### src/rtl/bnn_pkg.sv
// bnn_pkg: FSM state encoding and elaboration helpers shared by the BNN layers.
// Rev 1.0
`default_nettype none

package bnn_pkg;

  localparam logic [1:0] ST_IDLE = 2'd0;
  localparam logic [1:0] ST_RUN  = 2'd1;
  localparam logic [1:0] ST_DONE = 2'd2;

  // Elaboration-time ceil(log2(value)); returns 0 for value <= 1.
  function automatic int clog2(input int value);
    int result;
    result = 0;
    while ((1 << result) < value) result++;
    return result;
  endfunction

endpackage

`default_nettype wire

### src/rtl/bnn_linebuf.sv
// bnn_linebuf: 1-bit simple dual-port register array, synchronous write, asynchronous read.
// Rev 1.0
`default_nettype none

module bnn_linebuf
  import bnn_pkg::*;
#(
  parameter int DEPTH = 15,
  parameter int AW    = (clog2(DEPTH) < 1) ? 1 : clog2(DEPTH)
) (
  input  logic          clk_i,
  input  logic          we_i,
  input  logic [AW-1:0] waddr_i,
  input  logic          wdata_i,
  input  logic [AW-1:0] raddr_i,
  output logic          rdata_o
);

  logic [DEPTH-1:0] mem_q;

  always_ff @(posedge clk_i) begin
    if (we_i) mem_q[waddr_i] <= wdata_i;
  end

  assign rdata_o = mem_q[raddr_i];

endmodule

`default_nettype wire

### src/rtl/bnn_maxpool2x2.sv
// bnn_maxpool2x2: 2x2 stride-2 max pool (OR) over a raster 1-bit feature-map stream.
// Rev 1.0
`default_nettype none

module bnn_maxpool2x2
  import bnn_pkg::*;
#(
  parameter int IN_ROWS    = 30,
  parameter int IN_COLS    = 30,
  parameter int ADDR_WIDTH = 16
) (
  input  logic                  clk,
  input  logic                  reset,
  input  logic                  start,
  input  logic                  in_valid,
  input  logic                  in_bit,
  output logic                  out_valid,
  output logic                  out_bit,
  output logic [ADDR_WIDTH-1:0] out_address,
  output logic                  busy,
  output logic                  done
);

  localparam int BUF_DEPTH = (IN_COLS / 2 < 1) ? 1 : IN_COLS / 2;
  localparam int BUF_AW    = (clog2(BUF_DEPTH) < 1) ? 1 : clog2(BUF_DEPTH);
  localparam int COL_W     = (clog2(IN_COLS) < 1) ? 1 : clog2(IN_COLS);
  localparam int ROW_W     = (clog2(IN_ROWS) < 1) ? 1 : clog2(IN_ROWS);
  localparam logic [COL_W-1:0] LAST_COL = COL_W'(IN_COLS - 1);
  localparam logic [ROW_W-1:0] LAST_ROW = ROW_W'(IN_ROWS - 1);

  logic [1:0]            state_q,     state_d;
  logic [COL_W-1:0]      col_q,       col_d;
  logic [ROW_W-1:0]      row_q,       row_d;
  logic                  pair_q,      pair_d;
  logic [ADDR_WIDTH-1:0] paddr_q,     paddr_d;
  logic                  out_valid_q, out_valid_d;
  logic                  out_bit_q,   out_bit_d;
  logic [ADDR_WIDTH-1:0] out_addr_q,  out_addr_d;
  logic                  done_q,      done_d;

  logic              w_accept;
  logic              w_start;
  logic              w_buf_we;
  logic [BUF_AW-1:0] w_buf_idx;
  logic              w_buf_rdata;

  assign w_accept  = (state_q == ST_RUN) && in_valid;
  assign w_start   = start && (state_q != ST_RUN);
  assign w_buf_idx = BUF_AW'(col_q >> 1);

  bnn_linebuf #(
    .DEPTH (BUF_DEPTH),
    .AW    (BUF_AW)
  ) u_linebuf (
    .clk_i   (clk),
    .we_i    (w_buf_we),
    .waddr_i (w_buf_idx),
    .wdata_i (pair_q | in_bit),
    .raddr_i (w_buf_idx),
    .rdata_o (w_buf_rdata)
  );

  always_comb begin
    state_d     = state_q;
    col_d       = col_q;
    row_d       = row_q;
    pair_d      = pair_q;
    paddr_d     = paddr_q;
    out_valid_d = 1'b0;
    out_bit_d   = out_bit_q;
    out_addr_d  = out_addr_q;
    done_d      = done_q;
    w_buf_we    = 1'b0;

    if (w_start) begin
      state_d = ST_RUN;
      col_d   = '0;
      row_d   = '0;
      pair_d  = 1'b0;
      paddr_d = '0;
      done_d  = 1'b0;
    end else if (w_accept) begin
      // Trailing odd column/row never reach the odd/odd branch, giving floor semantics.
      if (!col_q[0]) begin
        pair_d = in_bit;
      end else if (!row_q[0]) begin
        w_buf_we = 1'b1;
      end else begin
        out_valid_d = 1'b1;
        out_bit_d   = w_buf_rdata | pair_q | in_bit;
        out_addr_d  = paddr_q;
        paddr_d     = paddr_q + ADDR_WIDTH'(1);
      end

      if (col_q == LAST_COL) begin
        col_d = '0;
        row_d = (row_q == LAST_ROW) ? '0 : row_q + ROW_W'(1);
        if (row_q == LAST_ROW) begin
          state_d = ST_DONE;
          done_d  = 1'b1;
        end
      end else begin
        col_d = col_q + COL_W'(1);
      end
    end
  end

  always_ff @(posedge clk) begin
    if (reset) begin
      state_q     <= ST_IDLE;
      col_q       <= '0;
      row_q       <= '0;
      pair_q      <= 1'b0;
      paddr_q     <= '0;
      out_valid_q <= 1'b0;
      out_bit_q   <= 1'b0;
      out_addr_q  <= '0;
      done_q      <= 1'b0;
    end else begin
      state_q     <= state_d;
      col_q       <= col_d;
      row_q       <= row_d;
      pair_q      <= pair_d;
      paddr_q     <= paddr_d;
      out_valid_q <= out_valid_d;
      out_bit_q   <= out_bit_d;
      out_addr_q  <= out_addr_d;
      done_q      <= done_d;
    end
  end

  assign out_valid   = out_valid_q;
  assign out_bit     = out_bit_q;
  assign out_address = out_addr_q;
  assign busy        = (state_q == ST_RUN);
  assign done        = done_q;

endmodule

`default_nettype wire

### config.mk
export PLATFORM = sky130hd
export DESIGN_NAME = bnn_maxpool2x2
export DESIGN_NICKNAME = d
export VERILOG_FILES = /design/src/rtl/bnn_pkg.sv /design/src/rtl/bnn_linebuf.sv /design/src/rtl/bnn_maxpool2x2.sv
export SDC_FILE = /design/constraint.sdc
export NUM_CORES = 1
export LEC_CHECK = 0
export CAP_MARGIN = 40
export CELL_PAD_IN_SITES_DETAIL_PLACEMENT = 0
export CELL_PAD_IN_SITES_GLOBAL_PLACEMENT = 2
export CORE_ASPECT_RATIO = 1.75
export CORE_MARGIN = 2
export CORE_UTILIZATION = 38
export DETAILED_ROUTE_END_ITERATION = 10
export PLACE_DENSITY = 0.8
export SLEW_MARGIN = 40
export SYNTH_ARGS = -nofsm -noshare
export SYNTH_HDL_FRONTEND = slang
export SYNTH_HIERARCHICAL = 1
export SYNTH_SLANG_ARGS = --single-unit
### constraint.sdc
create_clock -name clk -period 5.18 [get_ports clk]
set_input_delay 0.518 -clock clk [delete_from_list [all_inputs] [get_ports clk]]
set_output_delay 0.518 -clock clk [all_outputs]
set_load 0.02 [all_outputs]
==> flow_summary.ini <==
[sta]
grt_setup_unrepaired = no
setup_viol = 0
min_period_ps = 2451
clock.fmax_mhz = 408.0
worst_pin_slew_ps = 659.6
finalHoldViolations = 0
drv_slew = 0
slew_headroom_pct = 56.03
tns_ps = 0
period_share_pct = 47.32
skew_ps = 4.010

[clock_network]
clk_path_buf_depth = 2
post_cts_buffers = 0
cts_max_level = 3
cts_root_buffer = clkbuf_16
cts_tree = done
clk_pin_slew_ps = 50
ctsHoldBuffers = 0
worst_skew_pair.late_latency_ps = 340
cts_buffers = 9
cts.repair.resized = 0
cts_num_sinks = 62

[floorplanning]
initial_core_util_pct = 39.14
dieWidth_um = 67.53
ios = 25
fp.dieH_um = 115.2
row_count = 40
die-area_um2 = 7778
core_um2 = 6857

[critical_path]
worst_ep_arrival_time_ps = 2480
required_ps = 5210
crit_slowest_cell = or3b_2
setup.worst_path.class = primary input to flop
crit_path_max_incr_delay_ps = 540
cp-end-kind = flop
worst_setup_path_start_kind = primary input
crit_fanout = 9
r2r_setup_slack_ps = 2980
worstPathCellList = clkdlybuf4s50_1 > and3b_1 > nand2_1 > nor2_1 > or3b_2 > nor3_1

[grt]
track_usage_pct = 17.80
grt_pass1_vias = 2041
antenna_found_initial = 0
grt_pass1_wl_um = 10010
grt_max_degree = 22
overflow = 0

[synth]
ys_seq_elements = 62
async_flop_share_pct = 0
ys.flop_type = dfxtp_1
syn_nets = 300
synth_cell_type_count = 39
synth_area_um2 = 2684
synth_edf_count = 15
yosysWarningCount = 6
seq_area_frac_synth_pct = 51.84
syn_area_per_cell_um2 = 9.255
synthCells = 290

[place]
place_hpwl_um = 4204
gp_congestion = 0.7286
dp.cells = 385
portBuffers = 24
place_area_um2 = 2972

[cells_and_area]
antenna_cells = 0
nNetsFinal = 322
layout_common_cells = 48 x nand2_1, 47 x dfxtp_1, 36 x nor2_1, 25 x a21oi_1, 23 x clkdlybuf4s50_1
fin_area_um2 = 3277
n_fill_cell = 685
area_growth_pct = 22.10
final_common_cell = nand2_1
finalNonFillerCells = 401
drive_above_1_share_pct = 5.994
fin_util_pct = 47.79

[drt]
drtAntennaViolNets = 0
vias = 2115
routed_wl_um = 5971
route.detailed.drc = 0
first_iter_violations = 109
wire_per_inst_um = 14.89
first_pass_iters = 4
viasPerCell = 5.274

[hold_path]
hold_class = flop to flop

[power]
p_leak_uw = 0.001054
vdd_drop_max_mv = 0.2129
power_uw = 1147
p_per_area_nw_per_um2 = 350.2

[outcome]
status = finished clean

[job]
maxCapViolCount = 0
## metrics by stage
stage	setup slack [ps]	hold slack (ps)
after floorplan	3079	441.8
after global placement	2269	445.9
after detailed placement	2372	449.3
after CTS	2723	459.5
after global routing	2552	475.2
final	2729	455.0
## critical path: cells and delay by family
kind | cells | cell delay, ps
and+or+nand+nor | 5 | 1430
buffers and inverters | 1 | 520
## cell type report
| class | count | area, um^2 | area share (%) |
|---|---|---|---|
| clock buffer | 10 | 229.0 | 6.987 |
| clock inverter | 6 | 76.32 | 2.329 |
| inverter | 8 | 30.03 | 0.9164 |
| multi-input combinational | 207 | 1210 | 36.92 |
| sequential | 62 | 1391 | 42.46 |
| tap | 84 | 105.1 | 3.207 |
| timing repair buffer | 24 | 235.2 | 7.178 |
## power by group
| group | leakage, uW | internal (uW) | switching, uW |
|---|---|---|---|
| sequential | 0.000513 | 498 | 3.66 |
| combinational | 0.000391 | 8.92 | 18.7 |
| clock | 0.000149 | 414 | 204 |
## cells by family (layout without fill, tap and decap cells)
group                      after synthesis  after routing  synth area share, %
DFF                                     62             62                51.84
AOI/OAI and AO/OA                       42             42                8.858
and+or+nand+nor                        139            139                25.31
buffers and inverters                   21             48                3.264
xor gates and xnor gates                14             14                4.568
adders and majority gates                5              5                2.331
muxes                                    7              7                3.823
## cells in the mapped netlist, drive strengths merged, types with 6 or more instances
library cell,instances,area [um^2]
xnor2,10,87.58
or4,6,45.04
o21ai,7,35.03
edfxtp,15,450.4
dfxtp,47,940.9
nor2,36,135.1
clkbuf,8,30.03
nor3,10,50.05
nand3,8,45.04
inv,8,30.03
nand4,6,37.54
a21oi,25,125.1
nand2,48,180.2
## registers in the layout, summed over array words and instances, names as in the netlist
name	cells
state_q	1
u_linebuf/mem_q	15
row_q	5
out_address	16
out_bit	1
paddr_q	16
col_q	5
out_valid	1
pair_q	1
done	1
## per-layer routing
metal  part of all wire (%)  track usage (%)  vias up
li1                       -                -     1060
met1                     38            17.92     1012
met2                     55            30.98       29
met3                    3.0            4.012       14
met4                    3.7            12.79        0
met5                      0                0        -
## worst paths after layout
kind,depth (start not counted),end,start
min,2,out_address[3]$_SDFFE_PP0P_,out_address[3]$_SDFFE_PP0P_
min reg2reg,2,out_address[3]$_SDFFE_PP0P_,out_address[3]$_SDFFE_PP0P_
max,6,u_linebuf/mem_q[0]$_DFFE_PP_,in_valid
max reg2reg,4,paddr_q[15]$_SDFFE_PP0P_,col_q[0]$_SDFFE_PP0P_
Power figures use the tool's default switching activity.
